==> config.mk <==
export PLATFORM = sky130hd
export DESIGN_NAME = btn_debounce
export DESIGN_NICKNAME = d
export VERILOG_FILES = /design/src/rtl/board_pkg.sv /design/src/rtl/sync_bit.sv /design/src/rtl/btn_debounce.sv
export SDC_FILE = /design/constraint.sdc
export NUM_CORES = 1
export LEC_CHECK = 0
export CAP_MARGIN = 20
export CORE_ASPECT_RATIO = 1.75
export CORE_MARGIN = 3
export CORE_UTILIZATION = 28
export CTS_BUF_LIST = sky130_fd_sc_hd__clkbuf_4
export CTS_CLUSTER_DIAMETER = 150
export CTS_CLUSTER_SIZE = 20
export DETAILED_ROUTE_END_ITERATION = 16
export DONT_BUFFER_PORTS = 1
export RECOVER_POWER = 50
export SLEW_MARGIN = 30
export SYNTH_ARGS = -nofsm -noshare
export SYNTH_HDL_FRONTEND = slang
export SYNTH_SLANG_ARGS = --single-unit
==> constraint.sdc <==
create_clock -name clk -period 3.34 [get_ports clk]
set_clock_uncertainty 0.15 [all_clocks]
set_input_delay 0.334 -clock clk [delete_from_list [all_inputs] [get_ports clk]]
set_output_delay 0.334 -clock clk [all_outputs]
set_load 0.05 [all_outputs]
==> src/rtl/board_pkg.sv <==
// Board-wide constants and the shared button FSM encoding.
// All timing limits derive from the 100 MHz board clock.
package board_pkg;

    localparam int unsigned CLK_FREQ_HZ         = 100_000_000;
    localparam logic [31:0] ONE_SEC_LIMIT       = 32'(CLK_FREQ_HZ - 1);
    localparam logic [31:0] DEBOUNCE_10MS_LIMIT = 32'(CLK_FREQ_HZ / 100 - 1);

    typedef enum logic [1:0] {
        StIdle,
        StPressWait,
        StPressed,
        StReleaseWait
    } btn_state_e;

endpackage

==> src/rtl/sync_bit.sv <==
// Single-bit synchronizer: a STAGES-deep flop chain with asynchronous reset to 0.
module sync_bit #(
    parameter int unsigned STAGES = 2
) (
    input  logic clk_i,
    input  logic rst_i,
    input  logic d_i,
    output logic q_o
);

    logic [STAGES-1:0] chain_q;

    always_ff @(posedge clk_i or posedge rst_i) begin
        if (rst_i) begin
            chain_q <= '0;
        end else begin
            chain_q <= {chain_q[STAGES-2:0], d_i};
        end
    end

    assign q_o = chain_q[STAGES-1];

endmodule

==> src/rtl/btn_debounce.sv <==
// Pushbutton conditioner: synchronizer, counter debouncer, press/release strobes
// and a one-shot long-press detector. All outputs come straight from flops.
module btn_debounce
    import board_pkg::*;
#(
    parameter int unsigned            COUNT_WIDTH    = 32,
    parameter int unsigned            SYNC_STAGES    = 2,
    parameter logic [COUNT_WIDTH-1:0] DEBOUNCE_LIMIT = COUNT_WIDTH'(DEBOUNCE_10MS_LIMIT),
    parameter logic [COUNT_WIDTH-1:0] HOLD_LIMIT     = COUNT_WIDTH'(ONE_SEC_LIMIT)
) (
    input  logic clk,
    input  logic a_reset,
    input  logic btn_in,
    output logic btn_level,
    output logic btn_press,
    output logic btn_release,
    output logic btn_hold,
    output logic btn_long
);

    logic                   sync_q;
    btn_state_e             state_q, state_d;
    logic [COUNT_WIDTH-1:0] db_cnt_q, db_cnt_d;
    logic [COUNT_WIDTH-1:0] hold_cnt_q, hold_cnt_d;
    logic                   level_q, level_d;
    logic                   press_q, press_d;
    logic                   release_q, release_d;
    logic                   hold_q, hold_d;
    logic                   long_q, long_d;
    logic                   accept;

    sync_bit #(
        .STAGES(SYNC_STAGES)
    ) u_sync (
        .clk_i(clk),
        .rst_i(a_reset),
        .d_i  (btn_in),
        .q_o  (sync_q)
    );

    always_comb begin
        state_d    = state_q;
        db_cnt_d   = db_cnt_q;
        hold_cnt_d = hold_cnt_q;
        level_d    = level_q;
        press_d    = 1'b0;
        release_d  = 1'b0;
        hold_d     = 1'b0;
        long_d     = long_q;
        accept     = (sync_q != level_q) && (db_cnt_q == DEBOUNCE_LIMIT);

        if (sync_q == level_q) begin
            db_cnt_d = '0;
        end else if (accept) begin
            db_cnt_d  = '0;
            level_d   = sync_q;
            press_d   = sync_q;
            release_d = !sync_q;
        end else begin
            db_cnt_d = db_cnt_q + COUNT_WIDTH'(1);
        end

        // A release accepted on the hold-compare edge suppresses the hold.
        if (!level_q || release_d) begin
            hold_cnt_d = '0;
            long_d     = 1'b0;
        end else if (!long_q) begin
            if (hold_cnt_q == HOLD_LIMIT) begin
                hold_d = 1'b1;
                long_d = 1'b1;
            end else begin
                hold_cnt_d = hold_cnt_q + COUNT_WIDTH'(1);
            end
        end

        unique case (state_q)
            StIdle: begin
                if (accept)      state_d = StPressed;
                else if (sync_q) state_d = StPressWait;
            end
            StPressWait: begin
                if (accept)       state_d = StPressed;
                else if (!sync_q) state_d = StIdle;
            end
            StPressed: begin
                if (accept)       state_d = StIdle;
                else if (!sync_q) state_d = StReleaseWait;
            end
            StReleaseWait: begin
                if (accept)      state_d = StIdle;
                else if (sync_q) state_d = StPressed;
            end
            default: state_d = StIdle;
        endcase
    end

    always_ff @(posedge clk or posedge a_reset) begin
        if (a_reset) begin
            state_q    <= StIdle;
            db_cnt_q   <= '0;
            hold_cnt_q <= '0;
            level_q    <= 1'b0;
            press_q    <= 1'b0;
            release_q  <= 1'b0;
            hold_q     <= 1'b0;
            long_q     <= 1'b0;
        end else begin
            state_q    <= state_d;
            db_cnt_q   <= db_cnt_d;
            hold_cnt_q <= hold_cnt_d;
            level_q    <= level_d;
            press_q    <= press_d;
            release_q  <= release_d;
            hold_q     <= hold_d;
            long_q     <= long_d;
        end
    end

    assign btn_level   = level_q;
    assign btn_press   = press_q;
    assign btn_release = release_q;
    assign btn_hold    = hold_q;
    assign btn_long    = long_q;

endmodule

== Yosys cells after proc, flatten, opt, wreduce, memory -nomap -nowiden ==
Cells that the tools add are included.

* Bits in registers: 71
* Latch bits: 0
* Memory bits (writable): 0
* Bits in read-only memories: 0
* Output and inout bits: 5
* Memories kept: 0

* $add $sub $neg: 2
* Multiply operators: 0
* Divide/modulo/power cells: 0
* $lt $le $gt $ge: 0
* Equal/unequal tests: 6
* Shift operators: 0
* Multiplexer cells: 14
* Bitwise logic cells: 1
* Reduce and logical (&&, ||, !) cells: 6

{| class="wikitable"
|+ Operators by type and width
! cell !! number
|-
| two-way mux 32 bit || 5
|-
| adder 32 x 1 -> 32 bit, second input constant || 2
|-
| equality test 32 x 20 -> 1 bit, second input constant || 1
|-
| equality test 32 x 27 -> 1 bit, second input constant || 1
|-
| two-way mux 1 bit || 9
|-
| AND reduction 2 bit || 2
|-
| logical NOT 1 bit || 2
|-
| inequality test 2 x 1 -> 1 bit, second input constant || 1
|-
| inequality test 2 bit, second input constant || 1
|-
| equality test 1 bit || 1
|-
| logical AND 1 bit || 1
|-
| logical OR 1 bit || 1
|-
| inequality test 1 bit || 1
|-
| NOT 1 bit || 1
|}

== Longest topological paths before layout ==
Gate-level depths: netlist of run 1.

* Depth after elaboration: 7
* Mapped depth: 7
* Depth with buffers taken out: 6

== Modules after synthesis ==
From an unflattened synthesis of run 1, not the netlist that was laid out.

* Cells, all modules: 397
* Area, all modules: 3743.6 sq um

{| class="wikitable"
|+ Modules (own cells, without submodules)
! module !! times used !! cells each !! area an instance (sq um) !! sequential area each (sq um)
|-
| btn_debounce || 1 || 394 || 3689.8 || 1726.7
|-
| sync_bit || 1 || 3 || 53.8 || 50.0
|}

== Worst setup path after synthesis of run 1 ==
Ideal clock, no wire load.

* Path kind: register to register
* Start point: register db_cnt_q[27]
* End point: register hold_cnt_q[29]
* Library setup time: 0.130 ns
* Arrival time: 2.078 ns
* Data required time: 3.060 ns
* Setup slack: 0.983 ns
* Cell stages (with the launch flop): 8
* Path buffers: 2
* Cells stage by stage: dfrtp_1 -> or4_1 -> or3_1 -> or3_1 -> buf_2 -> o21ai_4 -> buf_6 -> a21oi_1

* Cells in the longest elaborated chain, start to end: 7

{| class="wikitable"
|+ RTL lines
! element !! line !! RTL
|-
| from (decl) || btn_debounce.sv:23 || <nowiki>logic [COUNT_WIDTH-1:0] db_cnt_q, db_cnt_d;</nowiki>
|-
| from (signal assigned) || btn_debounce.sv:109 || <nowiki>db_cnt_q <= db_cnt_d;</nowiki>
|-
| equality test 32 x 20 -> 1 bit (*) || btn_debounce.sv:50 || <nowiki>accept = (sync_q != level_q) && (db_cnt_q == DEBOUNCE_LIMIT);</nowiki>
|-
| logical AND 1 bit (*) || btn_debounce.sv:50 ||
|-
| two-way mux 1 bit (*) || btn_debounce.sv:54 || <nowiki>end else if (accept) begin</nowiki>
|-
| two-way mux 1 bit (*) || btn_debounce.sv:52 || <nowiki>if (sync_q == level_q) begin</nowiki>
|-
| logical OR 1 bit (*) || btn_debounce.sv:64 || <nowiki>if (!level_q || release_d) begin</nowiki>
|-
| inequality test 2 bit (no source line) / inequality test 2 x 1 -> 1 bit (equally long branches) || - ||
|-
| AND reduction 2 bit (no source line) || - ||
|-
| to (signal assigned) || btn_debounce.sv:110 || <nowiki>hold_cnt_q <= hold_cnt_d;</nowiki>
|-
| to (decl) || btn_debounce.sv:24 || <nowiki>logic [COUNT_WIDTH-1:0] hold_cnt_q, hold_cnt_d;</nowiki>
|}

Mark *: on every way between the ends. The rest lies on a longest branch, timed or not.
A chain may end at the register's enable or synchronous reset.

== Final worst setup path of run 1 ==
* Start point: register db_cnt_q[27]
* End point: register hold_cnt_q[24]

Same word-level chain as after synthesis.

==> results of run 1 <==
-- layer usage --
metal	vias up	routed length (µm)	global-route usage
met5	-	0	0
met4	0	156	0.05917
met3	13	159	0.02871
met2	32	4062	0.2032
met1	1285	3004	0.1181
li1	1282	-	-
-- cell type report --
cell class / instances / share of cell area
clock buffer: 11 / 0.02135
clock inverter: 5 / 0.01876
inverter: 6 / 0.005821
multi-input combinational: 270 / 0.4266
sequential: 71 / 0.4592
tap: 165 / 0.05336
timing repair buffer: 8 / 0.01488
-- power by group --
part	internal, mW	total (mW)	switching [mW]	leakage [nW]
clock	0.315	0.620	0.305	0.0859
combinational	0.00669	0.0331	0.0264	0.489
sequential	0.863	0.868	0.00483	0.985
total	1.18	1.52	0.336	1.56
-- worst max-delay path: stages, from the launching register on --
cell                      delay [ps]
sky130_fd_sc_hd__dfrtp_1         420
sky130_fd_sc_hd__or4_1           510
sky130_fd_sc_hd__or3_1           360
sky130_fd_sc_hd__or3_1           440
sky130_fd_sc_hd__o21ai_4         560
sky130_fd_sc_hd__buf_4           270
sky130_fd_sc_hd__nor2_1           60
-- sequential cells by signal, summed over array words and instances, names as in the netlist --
register,flops
btn_press,1
hold_cnt_q,32
u_sync.chain_q,2
btn_level,1
btn_release,1
btn_long,1
db_cnt_q,32
btn_hold,1
-- cell families after synthesis --
kind of cell | synth area share
multiplexers | 0.006043
buffers and inverters | 0.02630
AND/OR/NAND/NOR | 0.2911
adder cells (fa/ha/maj) | 0.007109
flip-flops | 0.5048
XOR/XNOR | 0.1269
AO/OA/AOI/OAI | 0.03768
-- synthesized netlist by cell type (all sizes together) --
master / count
a31oi: 1
xor2: 44
nor2: 68
a311oi: 1
a21oi: 9
dfrtp: 71
o21ai: 6
clkbuf: 3
ha: 2
inv: 6
nor3: 5
nor3b: 2
and2: 3
nor4b: 4
nand3: 23
nor4: 8
a31o: 1
buf: 8
or3: 8
and4: 9
xnor2: 7
nand2: 17
nand4: 30
o31ai: 2
or4b: 1
mux2: 1
mux2i: 1
a21o: 1
and3: 11
or4: 4
and4b: 1
-- through the flow --
| stage | setup WS (ps) | hold WS, ps | cells |
|---|---|---|---|
| after CTS | 420.8 | 214.8 | 536 |
| after global routing | 194.5 | 225.8 | 536 |
| after detailed placement | 458.8 | 116.2 | 518 |
| after floorplan | 982.7 | 181.2 | 358 |
| final | 446.1 | 209.8 | 536 |
| after global placement | 491.8 | 105.9 | 518 |
-- worst paths after layout --
check	depth (start not counted)	to	from	slack (ps)
min in group asynchronous	2	btn_hold	a_reset	360
hold / removal	0	u_sync.chain_q[1]	u_sync.chain_q[0]	210
setup / recovery	6	hold_cnt_q[24]	db_cnt_q[27]	450
max in group asynchronous	3	u_sync.chain_q[1]	a_reset	680
hold reg to reg	0	u_sync.chain_q[1]	u_sync.chain_q[0]	210
setup reg to reg	6	hold_cnt_q[24]	db_cnt_q[27]	450
==> metrics, run 1 <==
status complete, but fails checks; violated checks capacitance limit, slew limit; cell area power density 393.1 nW/µm²; number of antenna violations at the first check in global routing 0; number of buffers inserted by port buffering 0; Sink Count 71; CTS HTree Levels 3; finished layout cell area 3869 µm²; placer's final routability congestion estimate 0.8465; post-CTS sizing 0; Row Count 53; I/O Pins 8; endpoints failing hold 0; critical path start-end classification reg2reg; Post-CTS Setup Bufs 0; DR iter-0 viols 118; max-capacitance violation count 1; worst relative slew slack -0.09162; overall die width 90.75 µm; post-place instance area 3701 µm²; net total in the final layout 371; die footprint 14000 µm²; Finish-stage setup viols 0; most frequent standard cell in the layout excluding fill and tap cells sky130_fd_sc_hd__dfrtp_1; fin. max-slew vios 32; post-synthesis cell area 3520 µm²; area grow syn2layout 9.918%; Yosys warning count 0; Pwr Total 1.521 mW; critical path launch point type flop; proportion of layout cells with a drive suffix above 1 0.06469; share of the core filled with cells in the final layout 0.3188; global-route wire length before repair 12.58 mm; antenna diode instance count 0; Synth top area share 0.5048; clock tree from TritonCTS done; remaining global-route overflow 0; number of global-route vias before repair 2673; static power due to leakage 1.560 nW; synthesized netlist cell count 358; Critical Path Sink Type flop; biggest fanout along the worst timing path 22; CTS Root Cell sky130_fd_sc_hd__clkbuf_4; Placeable Area 12140 µm²; final worst path period need 2894 ps; area of combinational cells with multiple inputs 1650 µm²; Via Count 2612; largest net degree at the start of global routing 32; final routed wirelength across all metal layers 7.382 mm; slew at the pin closest to its max-slew limit 1637 ps; worst voltage drop across the vdd grid 137.1 µV; setup_tns 0 ps; die extent in y 154.3 µm; clock slew seen by the registers of the worst setup and hold paths 130 ps; cell type with the largest total area after synthesis sky130_fd_sc_hd__dfrtp_1; main area contributors after synthesis sky130_fd_sc_hd__dfrtp_1 50%, sky130_fd_sc_hd__xor2_1 11%, sky130_fd_sc_hd__nor2_1 7.3%; vias per cell 4.873; cts bufs inserted 9; routed wirelength normalized by instance count 13.77 µm; layout filler cell count 1276; number of design rule violations left after detail routing 0; hold buffer count at CTS 2; number of buffers between clock root and the deepest sink 2; data arrival time of the critical path 3060 ps; Highest Clock Rate 345.6 MHz; RSZ-0062 raised after global routing false; Initial Util 0.2900; Unique masters post-synth 35; per-instance average area after synthesis 9.831 µm²; DRT Pass-1 Iters 4; Mapped Nets 363; overall track demand over capacity in global routing 0.1123; HPWL after detailed placement 5.178 mm; number of nets with antenna violations after routing 0; register area share after synthesis 0.5048; worst skew pair latency 440 ps; most frequent cells in the layout 71 x sky130_fd_sc_hd__dfrtp_1, 68 x sky130_fd_sc_hd__nor2_1, 44 x sky130_fd_sc_hd__xor2_1, 30 x sky130_fd_sc_hd__nand4_1, 23 x sky130_fd_sc_hd__nand3_1; Critical Path RT 3510 ps; fraction of the cycle the final worst path needs 0.8664; flip-flop and latch count after synthesis 71; worst min-delay path category reg2reg; sequential cell area 1777 µm²
Note: power is estimated with default switching activity, not from simulation.
==> run 2: changes to the inputs <==
==> constraint.sdc (replaced) <==
create_clock -name clk -period 3.34 [get_ports clk]
set_clock_uncertainty 0.15 [all_clocks]
set_input_delay 0.668 -clock clk [delete_from_list [all_inputs] [get_ports clk]]
set_output_delay 0.668 -clock clk [all_outputs]
set_load 0.05 [all_outputs]
==> run 2 against run 1 <==
  * The flow now finishes without violations
  * Sequential power about the same
  * Critical path depth unchanged
  * Non-clock buffer count shrank 2
  * Register-to-register slack improved by 230 ps
  * Cell count is 0.19% lower
  * Worst setup slack improved by 230 ps
  * Clock-buffer cell count shrank 1
  * Global-route usage up 0.30 points
  * Largest power group unchanged
==> metrics, run 2 (same netlist as run 1, synthesis figures left out) <==
status finished, final reports clean (was complete, but fails checks); global-route wire length before repair 12.97 mm (was 12.58 mm); fin. max-slew vios 0 (was 32); die extent in y 154.3 µm (unchanged); most frequent cell on the critical path sky130_fd_sc_hd__or3_1 (unchanged); final instance count without filler cells 535 (was 536); layout filler cell count 1259 (was 1276); proportion of layout cells with a drive suffix above 1 0.07317 (was 0.06469); I/O Pins 8 (unchanged); Finish-stage setup viols 0 (unchanged); endpoints failing hold 0 (unchanged); net total in the final layout 369 (was 371); static power due to leakage 1.569 nW (was 1.560 nW); fraction of the cycle the final worst path needs 0.7987 (was 0.8664); remaining global-route overflow 0 (unchanged); cell area power density 412.1 nW/µm² (was 393.1 nW/µm²); cts bufs inserted 9 (unchanged); number of buffers between clock root and the deepest sink 2 (unchanged); number of nets with antenna violations after routing 0 (unchanged); Post-Place Setup Slack 697.5 ps (was 458.8 ps); clock tree from TritonCTS done (unchanged); largest net degree at the start of global routing 35 (was 32); final worst path period need 2668 ps (was 2894 ps); largest registers ranked by flip-flop count db_cnt_q: 32 flops, hold_cnt_q: 32 flops, u_sync.chain_q: 2 flops (unchanged); critical path start-end classification reg2reg (unchanged); Placeable Area 12140 µm² (unchanged); number of design rule violations left after detail routing 0 (unchanged); routed wirelength normalized by instance count 13.54 µm (was 13.77 µm); Critical Path Sink Type flop (unchanged); Row Count 53 (unchanged); critical path launch point type flop (unchanged); Sink Count 71 (unchanged); Initial Util 0.2900 (unchanged); HPWL after detailed placement 5.070 mm (was 5.178 mm); DR iter-0 viols 104 (was 118); CP Cell Sequence or4_1, or3_1, or3_1, o21ai_4, buf_4, nor3_1 (was or4_1, or3_1, or3_1, o21ai_4, buf_4, nor2_1); data arrival time of the critical path 2830 ps (was 3060 ps); finished layout cell area 3890 µm² (was 3869 µm²); count of placed standard cells including taps 517 (was 518); slew at the pin closest to its max-slew limit 1207 ps (was 1637 ps); Post-CTS Setup Bufs 0 (unchanged); number of global-route vias before repair 2702 (was 2673); number of antenna violations at the first check in global routing 1 (was 0); setup_tns 0 ps (unchanged); post-place instance area 3694 µm² (was 3701 µm²); RSZ-0062 raised after global routing false (unchanged); biggest fanout along the worst timing path 34 (was 22); final routed wirelength across all metal layers 7.244 mm (was 7.382 mm); worst skew pair latency 450 ps (was 440 ps); max-capacitance violation count 0 (was 1); worst min-delay path category in2reg (was reg2reg); overall die width 90.75 µm (unchanged); Largest stage delay, worst path 530 ps (was 560 ps); number of buffers inserted by port buffering 0 (unchanged); CTS HTree Levels 3 (unchanged); Via Count 2629 (was 2612); Highest Clock Rate 374.9 MHz (was 345.6 MHz); most frequent cells in the layout 71 x sky130_fd_sc_hd__dfrtp_1, 68 x sky130_fd_sc_hd__nor2_1, 44 x sky130_fd_sc_hd__xor2_1, 30 x sky130_fd_sc_hd__nand4_1, 23 x sky130_fd_sc_hd__nand3_1 (unchanged); die footprint 14000 µm² (unchanged); clock slew seen by the registers of the worst setup and hold paths 120 ps (was 130 ps); area grow syn2layout 10.52% (was 9.918%); placer's final routability congestion estimate 0.7970 (was 0.8465); worst voltage drop across the vdd grid 189.9 µV (was 137.1 µV); DRT Pass-1 Iters 4 (unchanged); worst relative slew slack 0.1953 (was -0.09162); Critical Path RT 3500 ps (was 3510 ps); Critical-path top delay cell sky130_fd_sc_hd__or4_1 (was sky130_fd_sc_hd__o21ai_4); PnR worst setup slack 672.3 ps (was 446.1 ps); overall track demand over capacity in global routing 0.1153 (was 0.1123); vias per cell 4.914 (was 4.873); CTS Root Cell sky130_fd_sc_hd__clkbuf_4 (unchanged); most frequent standard cell in the layout excluding fill and tap cells sky130_fd_sc_hd__dfrtp_1 (unchanged)
## run 2: changes by cell type in the layout (fill, tap and decap cells not counted), sizes merged
cell	before	now
buf	4	3
diode	0	1
dlygate4sd3	2	1
clkbuf	13	12
bufinv	2	3
## run 2: worst max-delay path: cells and delay by family, from the launching register on
family	cells	cell delay, ps
DFF	1	460
and+or+nand+nor	4	1410
AOI/OAI and AO/OA	1	160
buffers and inverters	1	350
## run 2: cell type report
cell class,instances,area (µm²),share of cell area
sequential,71,1777,0.4567
multi-input combinational,270,1657,0.4259
tap,165,206.4,0.05307
clock inverter,6,108.9,0.02798
clock buffer,10,75.07,0.01930
timing repair buffer,6,41.29,0.01061
inverter,6,22.52,0.005790
antenna,1,2.502,0.0006433
## run 2: path summary, 6_finish.rpt
kind / startpoint / to / slack (ps) / depth (start not counted)
min in group asynchronous: a_reset / hold_cnt_q[4] / 700 / 2
min reg2reg: u_sync.chain_q[0] / u_sync.chain_q[1] / 210 / 0
min: btn_in / u_sync.chain_q[0] / 100 / 0
max: db_cnt_q[24] / btn_hold / 670 / 6
max in group asynchronous: a_reset / db_cnt_q[21] / 730 / 3
max reg2reg: db_cnt_q[24] / btn_hold / 670 / 6
## run 2: metrics by stage
stage,utilization,hold WS (ps),power [mW]
floorplan,-,181.2,0.9079
global placement,0.3044,188.2,0.9189
detailed placement,0.3044,184.7,0.9199
CTS,0.3203,75.22,1.626
global route,0.3205,68.95,1.668
finish,0.3205,101.7,1.603
## run 2: where the power goes
| group | total (mW) | switching [mW] | leakage (nW) | internal, mW |
|---|---|---|---|---|
| combinational | 0.0326 | 0.0266 | 0.483 | 0.00602 |
| sequential | 0.868 | 0.00482 | 0.985 | 0.863 |
| clock | 0.702 | 0.316 | 0.100 | 0.386 |
| total | 1.60 | 0.348 | 1.57 | 1.26 |
## run 2: routing by layer
layer,track usage,vias to the layer above,part of all wire
li1,-,1289,-
met3,0.02628,15,0.024
met1,0.1234,1298,0.42
met2,0.2081,27,0.53
met5,0,-,0
met4,0.06136,0,0.028
## run 2: timing repair
action,in CTS,in global routing
resized for setup,0,0
hold buffers,1,0
hold endpoints to repair,21,0
